==> config.mk <==
export PLATFORM = sky130hd
export DESIGN_NAME = fetch_sequencer
export DESIGN_NICKNAME = d
export VERILOG_FILES = /design/src/rtl/fetch_sequencer_pkg.sv /design/src/rtl/fetch_sequencer_rep_counter_bank.sv /design/src/rtl/fetch_sequencer.sv
export SDC_FILE = /design/constraint.sdc
export NUM_CORES = 1
export LEC_CHECK = 0
export ABC_AREA = 1
export ABC_CLOCK_PERIOD_IN_PS = 4700
export BUFFER_PORTS_ARGS = -buffer_cell sky130_fd_sc_hd__buf_2
export CAP_MARGIN = 20
export CORE_MARGIN = 2
export CORE_UTILIZATION = 39
export CTS_BUF_LIST = sky130_fd_sc_hd__clkbuf_16
export CTS_CLUSTER_DIAMETER = 200
export CTS_CLUSTER_SIZE = 16
export DETAILED_ROUTE_END_ITERATION = 12
export GPL_TIMING_DRIVEN = 0
export RECOVER_POWER = 25
export REMOVE_ABC_BUFFERS = 1
export SKIP_LAST_GASP = 1
export SLEW_MARGIN = 20
export SYNTH_ARGS = -nofsm -noshare
export SYNTH_HDL_FRONTEND = slang
export SYNTH_SLANG_ARGS = --single-unit
export TNS_END_PERCENT = 5
==> constraint.sdc <==
create_clock -name CLK -period 4.7 [get_ports CLK]
set_clock_uncertainty 0.2 [all_clocks]
set_input_delay 0.235 -clock CLK [delete_from_list [all_inputs] [get_ports CLK]]
set_output_delay 0.235 -clock CLK [all_outputs]
set_load 0.1 [all_outputs]
==> src/rtl/fetch_sequencer_pkg.sv <==
// -----------------------------------------------------------------------------
// fetch_sequencer_pkg
// Shared definitions for the note-program fetch sequencer: opcode constants,
// reset/default values, the sequencer state enumeration and a helper that
// splits a rep2 instruction into its fields.
// -----------------------------------------------------------------------------
package fetch_sequencer_pkg;

    // Upper nibble opcodes for non-note instructions (ins[15] = 0).
    localparam logic [3:0] OP_END  = 4'b0000;
    localparam logic [3:0] OP_BPM  = 4'b0001;
    localparam logic [3:0] OP_REP1 = 4'b0010;
    localparam logic [3:0] OP_REP2 = 4'b0011;

    localparam logic [11:0] BPM_DEFAULT      = 12'd96;
    localparam logic [15:0] NOTE_PLACEHOLDER = 16'h8001;

    localparam int REP_LEVELS = 8;

    typedef enum logic [2:0] {
        ST_IDLE   = 3'd0,
        ST_FETCH  = 3'd1,
        ST_DECODE = 3'd2,
        ST_EMIT   = 3'd3,
        ST_HALT   = 3'd4,
        ST_ERR    = 3'd5
    } state_t;

    typedef struct packed {
        logic [5:0] lo;
        logic [2:0] count;
        logic [2:0] level;
    } rep2_fields_t;

    function automatic rep2_fields_t decode_rep2(input logic [15:0] ins);
        rep2_fields_t f;
        f.lo    = ins[11:6];
        f.count = ins[5:3];
        f.level = ins[2:0];
        return f;
    endfunction

endpackage

==> src/rtl/fetch_sequencer_rep_counter_bank.sv <==
// -----------------------------------------------------------------------------
// rep_counter_bank
// Eight 3-bit loop counters with a single read/update port selected by level.
// On an update strobe the addressed counter is evaluated and the bank reports
// whether the sequencer should branch back to the loop target:
//   counter=0, count=0 : fall through, counter unchanged
//   counter=0, count>0 : load count, branch
//   counter=1          : clear, fall through
//   counter>1          : decrement, branch
// A loop with count N therefore runs its body N+1 times, and because the
// counter returns to 0 on exit an inner loop re-arms on every outer pass.
//
// Ports
//   clk_i     in   clock
//   rst_ni    in   synchronous active-low reset, clears all counters
//   clr_i     in   clear all counters (program restart)
//   upd_i     in   evaluate/update the counter selected by level_i
//   level_i   in   counter index
//   count_i   in   repeat count carried by the rep2 instruction
//   branch_o  out  1 = take the loop branch this update
// -----------------------------------------------------------------------------
module rep_counter_bank
    import fetch_sequencer_pkg::*;
(
    input  logic       clk_i,
    input  logic       rst_ni,
    input  logic       clr_i,
    input  logic       upd_i,
    input  logic [2:0] level_i,
    input  logic [2:0] count_i,
    output logic       branch_o
);

    logic [REP_LEVELS-1:0][2:0] cnt_q;
    logic [REP_LEVELS-1:0][2:0] cnt_d;
    logic [2:0]                 cur;

    assign cur = cnt_q[level_i];

    always_comb begin
        cnt_d    = cnt_q;
        branch_o = 1'b0;
        if (clr_i) begin
            cnt_d = '0;
        end else if (upd_i) begin
            if (cur == 3'd0) begin
                if (count_i != 3'd0) begin
                    cnt_d[level_i] = count_i;
                    branch_o       = 1'b1;
                end
            end else if (cur == 3'd1) begin
                cnt_d[level_i] = 3'd0;
            end else begin
                cnt_d[level_i] = cur - 3'd1;
                branch_o       = 1'b1;
            end
        end
    end

    always_ff @(posedge clk_i) begin
        if (!rst_ni) begin
            cnt_q <= '0;
        end else begin
            cnt_q <= cnt_d;
        end
    end

endmodule

==> src/rtl/fetch_sequencer.sv <==
// -----------------------------------------------------------------------------
// fetch_sequencer
// Fetches 16-bit instructions from a synchronous-latency SRAM, executes tempo
// and loop control instructions internally and offers note instructions to an
// external executor through a valid/ready handshake.
//
// state   | meaning
// --------+------------------------------------------------------------------
// IDLE    | after reset, waiting for START
// FETCH   | SRAM_A = pc held READ_LATENCY cycles, SRAM_D latched on last edge
// DECODE  | execute the latched instruction, choose next pc / state
// EMIT    | NOTE_VALID high until NOTE_READY
// HALT    | END instruction reached, DONE high, waiting for START
// ERR     | reserved opcode decoded, ERROR high, waiting for START
//
// Ports
//   CLK         in   clock, all state changes on rising edge
//   RESET_N     in   synchronous active-low reset
//   START       in   start playback at PC_BASE (IDLE/HALT/ERR only)
//   SRAM_A      out  instruction address (always the current pc)
//   SRAM_D      in   instruction word
//   NOTE_VALID  out  note offered to the executor
//   NOTE_INS    out  note word
//   NOTE_BPM    out  tempo in force for NOTE_INS
//   NOTE_READY  in   executor accepts the note
//   DONE        out  high in HALT
//   ERROR       out  high in ERR
// -----------------------------------------------------------------------------
module fetch_sequencer
    import fetch_sequencer_pkg::*;
#(
    parameter logic [17:0] PC_BASE      = 18'h0FF00,
    parameter int          READ_LATENCY = 2,
    parameter logic [11:0] DEFAULT_BPM  = BPM_DEFAULT
) (
    input  logic        CLK,
    input  logic        RESET_N,
    input  logic        START,
    output logic [17:0] SRAM_A,
    input  logic [15:0] SRAM_D,
    output logic        NOTE_VALID,
    output logic [15:0] NOTE_INS,
    output logic [11:0] NOTE_BPM,
    input  logic        NOTE_READY,
    output logic        DONE,
    output logic        ERROR
);

    if (READ_LATENCY < 1 || READ_LATENCY > 7) begin : g_bad_latency
        $error("fetch_sequencer: READ_LATENCY must be within 1..7");
    end

    // The latency timer counts down to zero; SRAM_D is captured when it
    // reaches zero, so FETCH lasts exactly READ_LATENCY cycles.
    localparam logic [2:0] LAT_INIT = 3'(READ_LATENCY - 1);

    state_t       state_q,    state_d;
    logic [17:0]  pc_q,       pc_d;
    logic [11:0]  bpm_q,      bpm_d;
    logic [11:0]  rep_hi_q,   rep_hi_d;
    logic [2:0]   lat_q,      lat_d;
    logic [15:0]  ins_q,      ins_d;
    logic [15:0]  note_ins_q, note_ins_d;
    logic [11:0]  note_bpm_q, note_bpm_d;

    logic         rep_clr;
    logic         rep_upd;
    logic         rep_branch;
    rep2_fields_t rep2;

    assign rep2 = decode_rep2(ins_q);

    rep_counter_bank u_rep (
        .clk_i    (CLK),
        .rst_ni   (RESET_N),
        .clr_i    (rep_clr),
        .upd_i    (rep_upd),
        .level_i  (rep2.level),
        .count_i  (rep2.count),
        .branch_o (rep_branch)
    );

    always_comb begin
        state_d    = state_q;
        pc_d       = pc_q;
        bpm_d      = bpm_q;
        rep_hi_d   = rep_hi_q;
        lat_d      = lat_q;
        ins_d      = ins_q;
        note_ins_d = note_ins_q;
        note_bpm_d = note_bpm_q;
        rep_clr    = 1'b0;
        rep_upd    = 1'b0;

        unique case (state_q)
            ST_IDLE, ST_HALT, ST_ERR: begin
                if (START) begin
                    state_d  = ST_FETCH;
                    pc_d     = PC_BASE;
                    bpm_d    = DEFAULT_BPM;
                    rep_hi_d = 12'd0;
                    rep_clr  = 1'b1;
                    lat_d    = LAT_INIT;
                end
            end

            ST_FETCH: begin
                if (lat_q == 3'd0) begin
                    ins_d   = SRAM_D;
                    state_d = ST_DECODE;
                end else begin
                    lat_d = lat_q - 3'd1;
                end
            end

            ST_DECODE: begin
                // Every exit towards FETCH needs a fresh latency count.
                lat_d = LAT_INIT;
                if (ins_q[15]) begin
                    note_ins_d = ins_q;
                    note_bpm_d = bpm_q;
                    pc_d       = pc_q + 18'd1;
                    state_d    = ST_EMIT;
                end else begin
                    unique case (ins_q[15:12])
                        OP_END: begin
                            state_d = ST_HALT;
                        end
                        OP_BPM: begin
                            bpm_d   = ins_q[11:0];
                            pc_d    = pc_q + 18'd1;
                            state_d = ST_FETCH;
                        end
                        OP_REP1: begin
                            rep_hi_d = ins_q[11:0];
                            pc_d     = pc_q + 18'd1;
                            state_d  = ST_FETCH;
                        end
                        OP_REP2: begin
                            rep_upd = 1'b1;
                            pc_d    = rep_branch ? {rep_hi_q, rep2.lo} : (pc_q + 18'd1);
                            state_d = ST_FETCH;
                        end
                        default: begin
                            state_d = ST_ERR;
                        end
                    endcase
                end
            end

            ST_EMIT: begin
                if (NOTE_READY) begin
                    state_d = ST_FETCH;
                    lat_d   = LAT_INIT;
                end
            end

            default: begin
                state_d = ST_IDLE;
            end
        endcase
    end

    always_ff @(posedge CLK) begin
        if (!RESET_N) begin
            state_q    <= ST_IDLE;
            pc_q       <= PC_BASE;
            bpm_q      <= DEFAULT_BPM;
            rep_hi_q   <= 12'd0;
            lat_q      <= LAT_INIT;
            ins_q      <= NOTE_PLACEHOLDER;
            note_ins_q <= NOTE_PLACEHOLDER;
            note_bpm_q <= DEFAULT_BPM;
        end else begin
            state_q    <= state_d;
            pc_q       <= pc_d;
            bpm_q      <= bpm_d;
            rep_hi_q   <= rep_hi_d;
            lat_q      <= lat_d;
            ins_q      <= ins_d;
            note_ins_q <= note_ins_d;
            note_bpm_q <= note_bpm_d;
        end
    end

    assign SRAM_A     = pc_q;
    assign NOTE_VALID = (state_q == ST_EMIT);
    assign NOTE_INS   = note_ins_q;
    assign NOTE_BPM   = note_bpm_q;
    assign DONE       = (state_q == ST_HALT);
    assign ERROR      = (state_q == ST_ERR);

endmodule

==> results.sh <==
export IMPL_crit_path_top_delay_cell="dfxtp_1"
export IMPL_finalMaxSlewViolations=0
export IMPL_syn_to_final_growth_pct=18.8
export IMPL_antenna_cells=0
export IMPL_setup_viol=0
export IMPL_regArea_um2=2300
export IMPL_max_stage_delay_ns=0.66
export IMPL_firstDrtPassIters=6
export IMPL_cts_reportedPaths_clkPinSlew_ns=0.06
export IMPL_fillers=1565
export IMPL_hold_viol=0
export IMPL_critPathKind="flop to flop"
export IMPL_core_area_um2=15000
export IMPL_cts_sinks=115
export IMPL_holdWs_ns=0.188
export IMPL_rows=45
export IMPL_drt_iter0_drc=485
export IMPL_synth_distinct_cells=38
export IMPL_period_share=0.925
export IMPL_port_buffers=67
export IMPL_tightest_slew_ns=1.20
export IMPL_cp_data_arrival_time_ns=4.46
export IMPL_outcome="finished, final reports clean"
export IMPL_totalWireLength_um=16500
export IMPL_leakagePower_uw=0.00308
export IMPL_final_util=0.469
export IMPL_final_common_cell="nand2_1"
export IMPL_synth_top_cell_by_area="dfxtp_1"
export IMPL_htree_num_levels=4
export IMPL_rsz0062_at_grt="no"
export IMPL_grt_usage=0.209
export IMPL_grt_pass1_vias=5498
export IMPL_cp_max_fo=20
export IMPL_min_from="START"
export IMPL_route_detailed_drc=0
export IMPL_cp_start_kind="flop"
export IMPL_crit_start="ins_q[0]"
export IMPL_vias_per_cell=5.02
export IMPL_slew_headroom=0.206
export IMPL_die_h_um=127
export IMPL_required_ns=4.81
export IMPL_p_per_area_nw_per_um2=568
export IMPL_vias=5849
export IMPL_hp_class="input port to flop"
export IMPL_netlist_area_um2=5940
export IMPL_drt_wirelength_per_cell_um=14.2
export IMPL_fin_cells=1164
export IMPL_ys_seq_area_frac=0.388
export IMPL_drive_above_1_share=0.0891
export IMPL_dpl_hpwl_um=10900
export IMPL_fmax_ghz=0.230
export IMPL_max_cap_viol_count=0
export IMPL_drtAntennaViolNets=0
export IMPL_tritoncts="done"
export IMPL_cp_cell_sequence="inv_1, nor2_1, nand2_1, o21ai_0, a221oi_1, nand2_1, inv_1, ha_1, ha_1, nand2_1, nor3_1, nor2_4, buf_16, nand4_4, nand2_1, nand2_1, nor2_1, nor2_1"
export IMPL_finalWorstSetupSlack_ns=0.354
export IMPL_post_route_cell_area_um2=7050
export IMPL_multi_input_area_um2=3080
export IMPL_syn_avg_cell_area_um2=6.60
export IMPL_insertion_delay_ns=0.43
export IMPL_fin_crit_ns=4.35
export IMPL_globalRouteOverflowTotal=0
export IMPL_start_util=0.395
export IMPL_synth_cells=900
export IMPL_yosysWarnings=0
export IMPL_ir_drop_mv=0.284
export IMPL_place_ws_ns=0.137
export IMPL_die_area_um2=16200
export IMPL_grt_pass1_wl_um=27000
export IMPL_post_cts_setup_buffer_count=0
export IMPL_dp_cells=1115
export IMPL_crit_path_frequent_cell="nand2_1"
export IMPL_io_pins=69
export IMPL_grt_max_degree=55
export IMPL_gp_congestion=0.844
export IMPL_cts_root_buf="clkbuf_16"
export IMPL_cts_inserted_buffers=17
export IMPL_clk_path_buf_depth=2
export IMPL_yosys_register_bits=115
export IMPL_yosys_top_cells_area="dfxtp_1 39%, nand2_1 15%, nor2_1 7.7%"
export IMPL_antenna_found_initial=0
export IMPL_finalNetCount=989
export IMPL_die_w_um=127
export IMPL_end_kind="flop"
export IMPL_synth_top_cell_area_share=0.388
export IMPL_final_cell_mix="231 x nand2_1, 122 x nor2_1, 115 x dfxtp_1"
export IMPL_reg2reg_from="ins_q[0]"
export IMPL_dpl_instance_area_um2=6340
## flip-flops by register name, summed over array words and instances (netlist names)
name         count
state_q          3
bpm_q           12
ins_q           16
rep_hi_q        12
NOTE_INS        15
u_rep.cnt_q     24
lat_q            3
NOTE_BPM        12
SRAM_A          18
## synth_stat cells
master and n:
xor2_1 8, nand3_1 81, nor2_2 3, a31oi_1 2
nor2_1 122, o22ai_1 1, nand3b_1 1, a211oi_1 11
inv_2 7, o21bai_1 1, dfxtp_1 115, o31ai_1 2
a21oi_1 78, nor2_4 4, nand2_1 231, nor3_1 7
o211ai_1 5, nor3b_1 1, inv_1 83, buf_1 2
buf_2 7, o21ai_1 2, nor3_2 1, nand2_2 2
conb_1 1, buf_6 6, nand2_4 1, a221oi_1 2
nand3_2 3, xnor2_1 5, clkinv_2 1, inv_4 1
o21ai_0 60, nand4_1 9, ha_1 6, buf_4 4
clkbuf_1 23, nand4_4 1
## power by group
part           total [µW]  internal (µW)  switching, µW
clock network        1280            781            503
registers            1280           1160            125
logic                1440            275           1170
## stage by stage
stage,power [µW],TNS (ns)
after floorplan,2420,0
after global placement,2710,-12.49
after detailed placement,2740,0
after CTS,4050,0
after global routing,4240,0
final,4010,0
## timing repair
item,in CTS,in global routing
endpoints found under the setup margin,0,28
endpoints found under the hold margin,17,0
gates resized for setup,0,1
hold buffers,17,0
## area by class of cell
class	instances	share of cell area
Timing Repair Buffer	86	0.0719
Clock buffer	17	0.0603
Inverter	92	0.0495
Sequential cell	115	0.327
Clock inverter	15	0.0220
Multi-Input combinational cell	651	0.436
Tap cell	188	0.0334
## metal layers
| layer | routed length (µm) | GRT usage | up-vias |
|---|---|---|---|
| met5 | 0 | 0 | - |
| met4 | 321 | 0.0743 | 0 |
| met3 | 661 | 0.0536 | 26 |
| met2 | 7710 | 0.344 | 149 |
| met1 | 7780 | 0.265 | 2642 |
| li1 | - | - | 3032 |
## critical path, delay by kind of cell, from the launching register on
kind | cells | cell delay (ns)
adders and majority gates | 2 | 0.48
buffers and inverters | 3 | 0.73
and+or+nand+nor | 11 | 1.90
DFF | 1 | 0.66
AOI/OAI and AO/OA | 2 | 0.25
## final timing paths
kind         depth (start not counted)              end  slack [ns]
min reg2reg                          2      rep_hi_q[1]        0.26
max                                 18  u_rep.cnt_q[10]        0.35
min                                  7       state_q[1]        0.19
max reg2reg                         18  u_rep.cnt_q[10]        0.35
## cells by family (layout without fill, tap and decap cells)
| group | after synthesis | count (layout) | share of synthesized area |
|---|---|---|---|
| AO/OA/AOI/OAI | 164 | 164 | 0.148 |
| XOR/XNOR | 13 | 13 | 0.0192 |
| adder cells (fa/ha/maj) | 6 | 6 | 0.0126 |
| buffers and inverters | 134 | 210 | 0.0970 |
| flip-flops | 115 | 115 | 0.388 |
| other | 1 | 1 | 0.000632 |
| AND/OR/NAND/NOR | 467 | 467 | 0.335 |
Note: power is estimated with default switching activity, not from simulation.
